$ cat src/rtl/burst_xfer_engine.sv
// burst_xfer_engine: moves a programmed number of beats between the register
// bank and a valid/ready burst interface. Write mode streams register-bank
// words out as bursts. Read mode stores incoming bursts into the register bank.
// Beats are framed with a last marker every max_burst_size beats and on the
// final beat. Register-bank addresses wrap modulo 2^ADDR_W.
// Optional feature: define BURST_LAST_CHECK_EN to check incoming burst_last
// framing in read mode and flag mismatches on the sticky db_rb_err output.
module burst_xfer_engine #(
  parameter int DATA_W = 8,
  parameter int ADDR_W = 9,
  parameter int LEN_W  = 8
) (
  input  logic              clk,
  input  logic              rst_n,
  input  logic              rb_db_start,
  input  logic              rb_db_rw,
  input  logic [LEN_W-1:0]  rb_db_length,
  input  logic [LEN_W-1:0]  rb_db_max_burst_size,
  input  logic [ADDR_W-1:0] rb_db_base_addr,
  input  logic              rb_db_ack,
  input  logic [DATA_W-1:0] rb_db_data,
  output logic              db_rb_req,
  output logic              db_rb_we,
  output logic [ADDR_W-1:0] db_rb_addr,
  output logic [DATA_W-1:0] db_rb_data,
  output logic              db_rb_idle,
  output logic              db_rb_done,
  output logic              db_rb_err,
  output logic [LEN_W-1:0]  db_length,
  output logic              db_valid,
  output logic [DATA_W-1:0] data_burst_out,
  output logic              last,
  input  logic              burst_ready,
  input  logic              burst_valid,
  input  logic [DATA_W-1:0] data_burst_in,
  input  logic              burst_last,
  output logic              db_ready
);

  localparam logic [2:0] S_IDLE     = 3'd0;
  localparam logic [2:0] S_LOAD     = 3'd1;
  localparam logic [2:0] S_WR_REQ   = 3'd2;
  localparam logic [2:0] S_WR_SEND  = 3'd3;
  localparam logic [2:0] S_RD_RECV  = 3'd4;
  localparam logic [2:0] S_RD_STORE = 3'd5;
  localparam logic [2:0] S_DONE     = 3'd6;

  logic [2:0]       state;
  logic [LEN_W-1:0] beat_rem;
  logic [LEN_W-1:0] burst_rem;
  logic [LEN_W-1:0] burst_size;
  logic             beat_acc;
  logic             exp_last;
  logic             final_beat;

  // A beat completes when the sink takes it (write) or the bank stores it (read).
  assign beat_acc   = ((state == S_WR_SEND) && burst_ready) ||
                      ((state == S_RD_STORE) && rb_db_ack);
  assign final_beat = (beat_rem == LEN_W'(1));
  assign exp_last   = final_beat || (burst_rem == LEN_W'(1));

  // Outputs decoded purely from registered state and counters.
  assign db_rb_req  = (state == S_WR_REQ) || (state == S_RD_STORE);
  assign db_rb_we   = (state == S_RD_STORE);
  assign db_rb_idle = (state == S_IDLE);
  assign db_rb_done = (state == S_DONE);
  assign db_valid   = (state == S_WR_SEND);
  assign db_ready   = (state == S_RD_RECV);
  assign last       = (state == S_WR_SEND) && exp_last;

  // Transaction sequencing.
  always_ff @(posedge clk or negedge rst_n) begin
    if (!rst_n) begin
      state <= S_IDLE;
    end else begin
      case (state)
        S_IDLE:     if (rb_db_start) state <= S_LOAD;
        S_LOAD: begin
          if (rb_db_length == '0) state <= S_DONE;
          else if (rb_db_rw)      state <= S_WR_REQ;
          else                    state <= S_RD_RECV;
        end
        S_WR_REQ:   if (rb_db_ack) state <= S_WR_SEND;
        S_WR_SEND:  if (burst_ready) state <= final_beat ? S_DONE : S_WR_REQ;
        S_RD_RECV:  if (burst_valid) state <= S_RD_STORE;
        S_RD_STORE: if (rb_db_ack) state <= final_beat ? S_DONE : S_RD_RECV;
        S_DONE:     state <= S_IDLE;
        default:    state <= S_IDLE;
      endcase
    end
  end

  // Parameter capture in LOAD, then beat/burst counters and address advance.
  always_ff @(posedge clk or negedge rst_n) begin
    if (!rst_n) begin
      db_length  <= '0;
      beat_rem   <= '0;
      burst_rem  <= '0;
      burst_size <= '0;
      db_rb_addr <= '0;
    end else if (state == S_LOAD) begin
      db_length  <= rb_db_length;
      beat_rem   <= rb_db_length;
      burst_size <= (rb_db_max_burst_size == '0) ? LEN_W'(1) : rb_db_max_burst_size;
      burst_rem  <= (rb_db_max_burst_size == '0) ? LEN_W'(1) : rb_db_max_burst_size;
      db_rb_addr <= rb_db_base_addr;
    end else if (beat_acc) begin
      beat_rem   <= beat_rem - LEN_W'(1);
      db_rb_addr <= db_rb_addr + ADDR_W'(1);
      burst_rem  <= (burst_rem == LEN_W'(1)) ? burst_size : burst_rem - LEN_W'(1);
    end
  end

  // Beat data capture: bank word on ack (write), incoming beat on valid (read).
  always_ff @(posedge clk or negedge rst_n) begin
    if (!rst_n) begin
      data_burst_out <= '0;
      db_rb_data     <= '0;
    end else begin
      if ((state == S_WR_REQ) && rb_db_ack)   data_burst_out <= rb_db_data;
      if ((state == S_RD_RECV) && burst_valid) db_rb_data    <= data_burst_in;
    end
  end

`ifdef BURST_LAST_CHECK_EN
  // Sticky framing error: incoming last marker disagrees with the expected one.
  always_ff @(posedge clk or negedge rst_n) begin
    if (!rst_n) begin
      db_rb_err <= 1'b0;
    end else if (state == S_LOAD) begin
      db_rb_err <= 1'b0;
    end else if ((state == S_RD_RECV) && burst_valid && (burst_last != exp_last)) begin
      db_rb_err <= 1'b1;
    end
  end
`else
  logic unused_burst_last;
  assign unused_burst_last = burst_last;
  assign db_rb_err         = 1'b0;
`endif

endmodule

$ cat config.mk
export PLATFORM = sky130hd
export DESIGN_NAME = burst_xfer_engine
export DESIGN_NICKNAME = d
export VERILOG_FILES = /design/src/rtl/burst_xfer_engine.sv
export SDC_FILE = /design/constraint.sdc
export NUM_CORES = 1
export LEC_CHECK = 0
export BUFFER_PORTS_ARGS = -buffer_cell sky130_fd_sc_hd__buf_2
export CORE_ASPECT_RATIO = 0.8
export CORE_MARGIN = 2
export CORE_UTILIZATION = 40
export CTS_CLUSTER_DIAMETER = 40
export DETAILED_ROUTE_END_ITERATION = 6
export SKIP_LAST_GASP = 1
export SYNTH_ARGS = -nofsm -noshare
export SYNTH_HDL_FRONTEND = slang
export SYNTH_SLANG_ARGS = --single-unit
$ cat constraint.sdc
create_clock -name clk -period 2.7 [get_ports clk]
set_input_delay 0.27 -clock clk [delete_from_list [all_inputs] [get_ports clk]]
set_output_delay 0.27 -clock clk [all_outputs]
set_load 0.005 [all_outputs]
==> results.md <==
- Outcome: finished, final reports clean
- Cell accounting for the most synthesized area: dfrtp_1
- Share of cells above drive strength 1: a little under a third
- Slowest stage delay, CP: between 0.5 and 0.6 ns
- Setup Skew: between 0.01 and 0.015 ns
- Pwr dens: 1260 mW/mm2
- Post-layout net count: between 400 and 500
- Clk sinks: 60
- Max_cap viols: 0
- Netlist cell types: 53
- Buffers & Inverters on Critical Path: 1
- Port bufs: between 80 and 90
- Cells after synthesis: 337
- Wirelength per Cell: 14.1 um
- RSZ-0062 raised after global routing: no
- Final Hold Violating Endpoints: 0
- TNS Setup: 0 ns
- DIE AREA: roughly 0.0084 mm2
- Core area: between 0.007 and 0.008 mm2
- Worst R2R Setup Slack: a little under 0.6 ns
- Placed cell areas: approximately 0.0036 mm2
- Max Fanout on Critical Path: 12
- Async SR Flop Fraction: 100%
- Die span in x: between 100 and 150 um
- Crit. path cell count: 4
- Synth-to-Final Area Change: 27.2%
- Number of cell rows: 28
- WP data required: 2.43 ns
- FF/Latch Area: 0.00150 mm2
- Drt pass-1 iters: 5
- Synth Register Bits: 60
- Longest Clk Path Bufs: 2
- Hold_ws: about 0.15 ns
- Vias per cell: slightly above 5
- Final period util: 89.5%
- Slowest-stage cell, CP: or4_4
- Slew at the pin closest to its max-slew limit: ~0.77 ns
- CP cell instances: or4_4 > or3_4 > a21boi_0 > buf_2
- Avg Synthesized Cell Area: 9.12 um2
- Post-route minimum period: 2.42 ns
- Startpoint types: register
- Worst relative slew slack: approximately half
- Final Slew Violations: 0
- # diodes: 0
- CP arrival: around 2.2 ns
- Worst skew pair latency: 0.34 ns
- Total congestion overflow: 0
- Mapped Area: between 0.003 and 0.004 mm2
- # setup viols final: 0
- WS Path Type: reg2out
- Critical path capture point: last
- Routed vias: between 2000 and 3000
- CTS H-Tree Depth: 3
- ANT nets after route: 0
- Power Total: around 0.0049 W
- Filler cell count: roughly 730
- Post-DP HPWL: ~5300 um
- Main area contributors after synthesis: dfrtp_1 49%, nand2_1 8.6%, mux2_2 5.9%, o21ai_0 4.4%, nor2_1 3.4%
- Top-area cell type share of the netlist area: between 40% and 50%
- Post-synth EDFFs: 0
- Max VDD drop: 0.470 mV
- Syn_nets: 391
- Tot GR Track Use: about a fifth
- Root Buffer: clkbuf_8
- Synth Area in Compound Gates: about 16%
- CP startpoint: burst_rem[4]$_DFFE_PN0P_
- Critical R2R Launch: burst_rem[4]$_DFFE_PN0P_
- XOR/XNOR Fraction of Synth Area: between 1 and 1.5%
- Final Instance Area: around 0.0039 mm2
- Multiplexer area fraction after synthesis: ~7%
- Sequential area share after synthesis: ~50%
- Reg-to-Reg End: burst_rem[0]$_DFFE_PN0P_
- Final design utilization: ~53%
- Ports: 90
- Pin count of the biggest net entering global routing: 39
- Highest clock rate: 414 MHz
- Initial DRC count: 101
- Final WL: between 7000 and 8000 um
- Yosys warning count: 0
- CTS tree: built
- FF-to-FF path depth: 5
- CP top delay family: simple AND/OR/NAND/NOR gates
- Global-route wire length before repair: roughly 12000 um
- Initial antenna violation count: 0
- Gp weighted congestion: slightly below 0.8
- Multi-input logic area: between 0.001 and 0.0015 mm2
- Cts bufs inserted: 9
- Post-synthesis adder-cell area fraction: under 10%
- DRC Markers: 0
- Pleak: 1.88 nW
- CP endpoint kind: output port
- Die Y-Extent: 82.4 um
- Initial Util: about two fifths
- Prevailing post-synth register cell: dfrtp_1
- Simple-gate share of the synthesized area: about 20%
- Hold Crit Class: in2reg
- Vias in the first global route: between 2000 and 3000
- Largest family of logic cells by synthesized area: simple AND/OR/NAND/NOR gates
- CTS clk-pin slew, worst paths: about 0.07 ns
[through the flow]
| step | setup slack (ns) | instances |
|---|---|---|
| floorplan | 0.761 | 337 |
| global placement | 0.650 | 517 |
| detailed placement | 0.624 | 517 |
| CTS | 0.261 | 534 |
| global route | 0.190 | 534 |
| finish | 0.285 | 534 |
[synthesized netlist by cell type, types with 6 or more instances]
cell       n
dfrtp_1   60
o21ai_0   27
a21oi_1   17
clkbuf_1  14
nor4_1     6
nor2_1    28
mux2_2    16
inv_1      9
a31oi_1    7
nand3_1    6
nand2_1   70
[metal layers]
metal  GRT usage [%]  up-vias  routed length (um)
li1                -     1354                   -
met1            27.1     1294                3650
met2            27.6       61                3450
met3            6.65        2                 411
met4            4.40        0                  31
met5               0        -                   0
[layout make-up]
class / count / share of cell area [%]
clock inverters: 7 / 4.16
repair buffers: 96 / 12.9
clock buffers: 9 / 3.17
well taps: 105 / 3.36
inverters: 9 / 0.864
flip-flops and latches: 60 / 38.4
multi-input cells: 248 / 37.1
[power by group]
part           internal, W  leakage (nW)  switching (W)
clock             0.000798         0.139       0.000366
combinational     0.000941          1.02        0.00111
sequential         0.00135         0.723       0.000355
total              0.00309          1.88        0.00184
[worst min-delay path by stage]
stage | from | endpoint | slack [ns] | cells past startpoint
4_1_cts | rb_db_data[3] | data_burst_out[3]$_DFFE_PN0P_ | 0.14 | 2
6_report | rb_db_length[5] | db_length[5]$_DFFE_PN0P_ | 0.15 | 3
2_1_floorplan | rst_n | beat_rem[0]$_DFFE_PN0P_ | -0.03 | 0
3_5_place_dp | rst_n | db_rb_addr[5]$_DFFE_PN0P_ | 0.17 | 1
5_1_grt | rb_db_data[1] | data_burst_out[1]$_DFFE_PN0P_ | 0.13 | 2
3_3_place_gp | rst_n | db_rb_addr[5]$_DFFE_PN0P_ | 0.18 | 1
[registers in the layout, indices dropped and copies added, names as in the netlist]
| name | count |
|---|---|
| beat_rem | 8 |
| db_rb_data | 8 |
| db_rb_addr | 9 |
| state | 3 |
| db_length | 8 |
| data_burst_out | 8 |
| burst_size | 8 |
| burst_rem | 8 |
[tightest hold or removal path: cells and delay by family]
family                 cells  cell delay [ns]
buffers and inverters      1             0.09
AND/OR/NAND/NOR            2             0.10
[cell usage in the layout, fill, tap and decap left out, types with 7 or more instances in the layout]
cell / n
a21oi_1: 17
a31oi_1: 7
buf_2: 87
buf_4: 8
clkbuf_8: 9
dfrtp_1: 60
inv_1: 9
mux2_2: 16
nand2_1: 70
nor2_1: 28
o21ai_0: 27
[cell families after synthesis]
family / count (synthesis)
xor+xnor: 5
simple gates: 137
other cells: 1
fa+ha+maj: 5
flops: 60
compound gates: 80
buf+inv: 29
mux: 20
[repair_timing]
| action | CTS | global route |
|---|---|---|
| gates resized for setup | 0 | 0 |
| setup buffers | 0 | 0 |
| hold buffers | 1 | 0 |
| hold endpoints to repair | 11 | 0 |
Power figures use the tool's default switching activity.
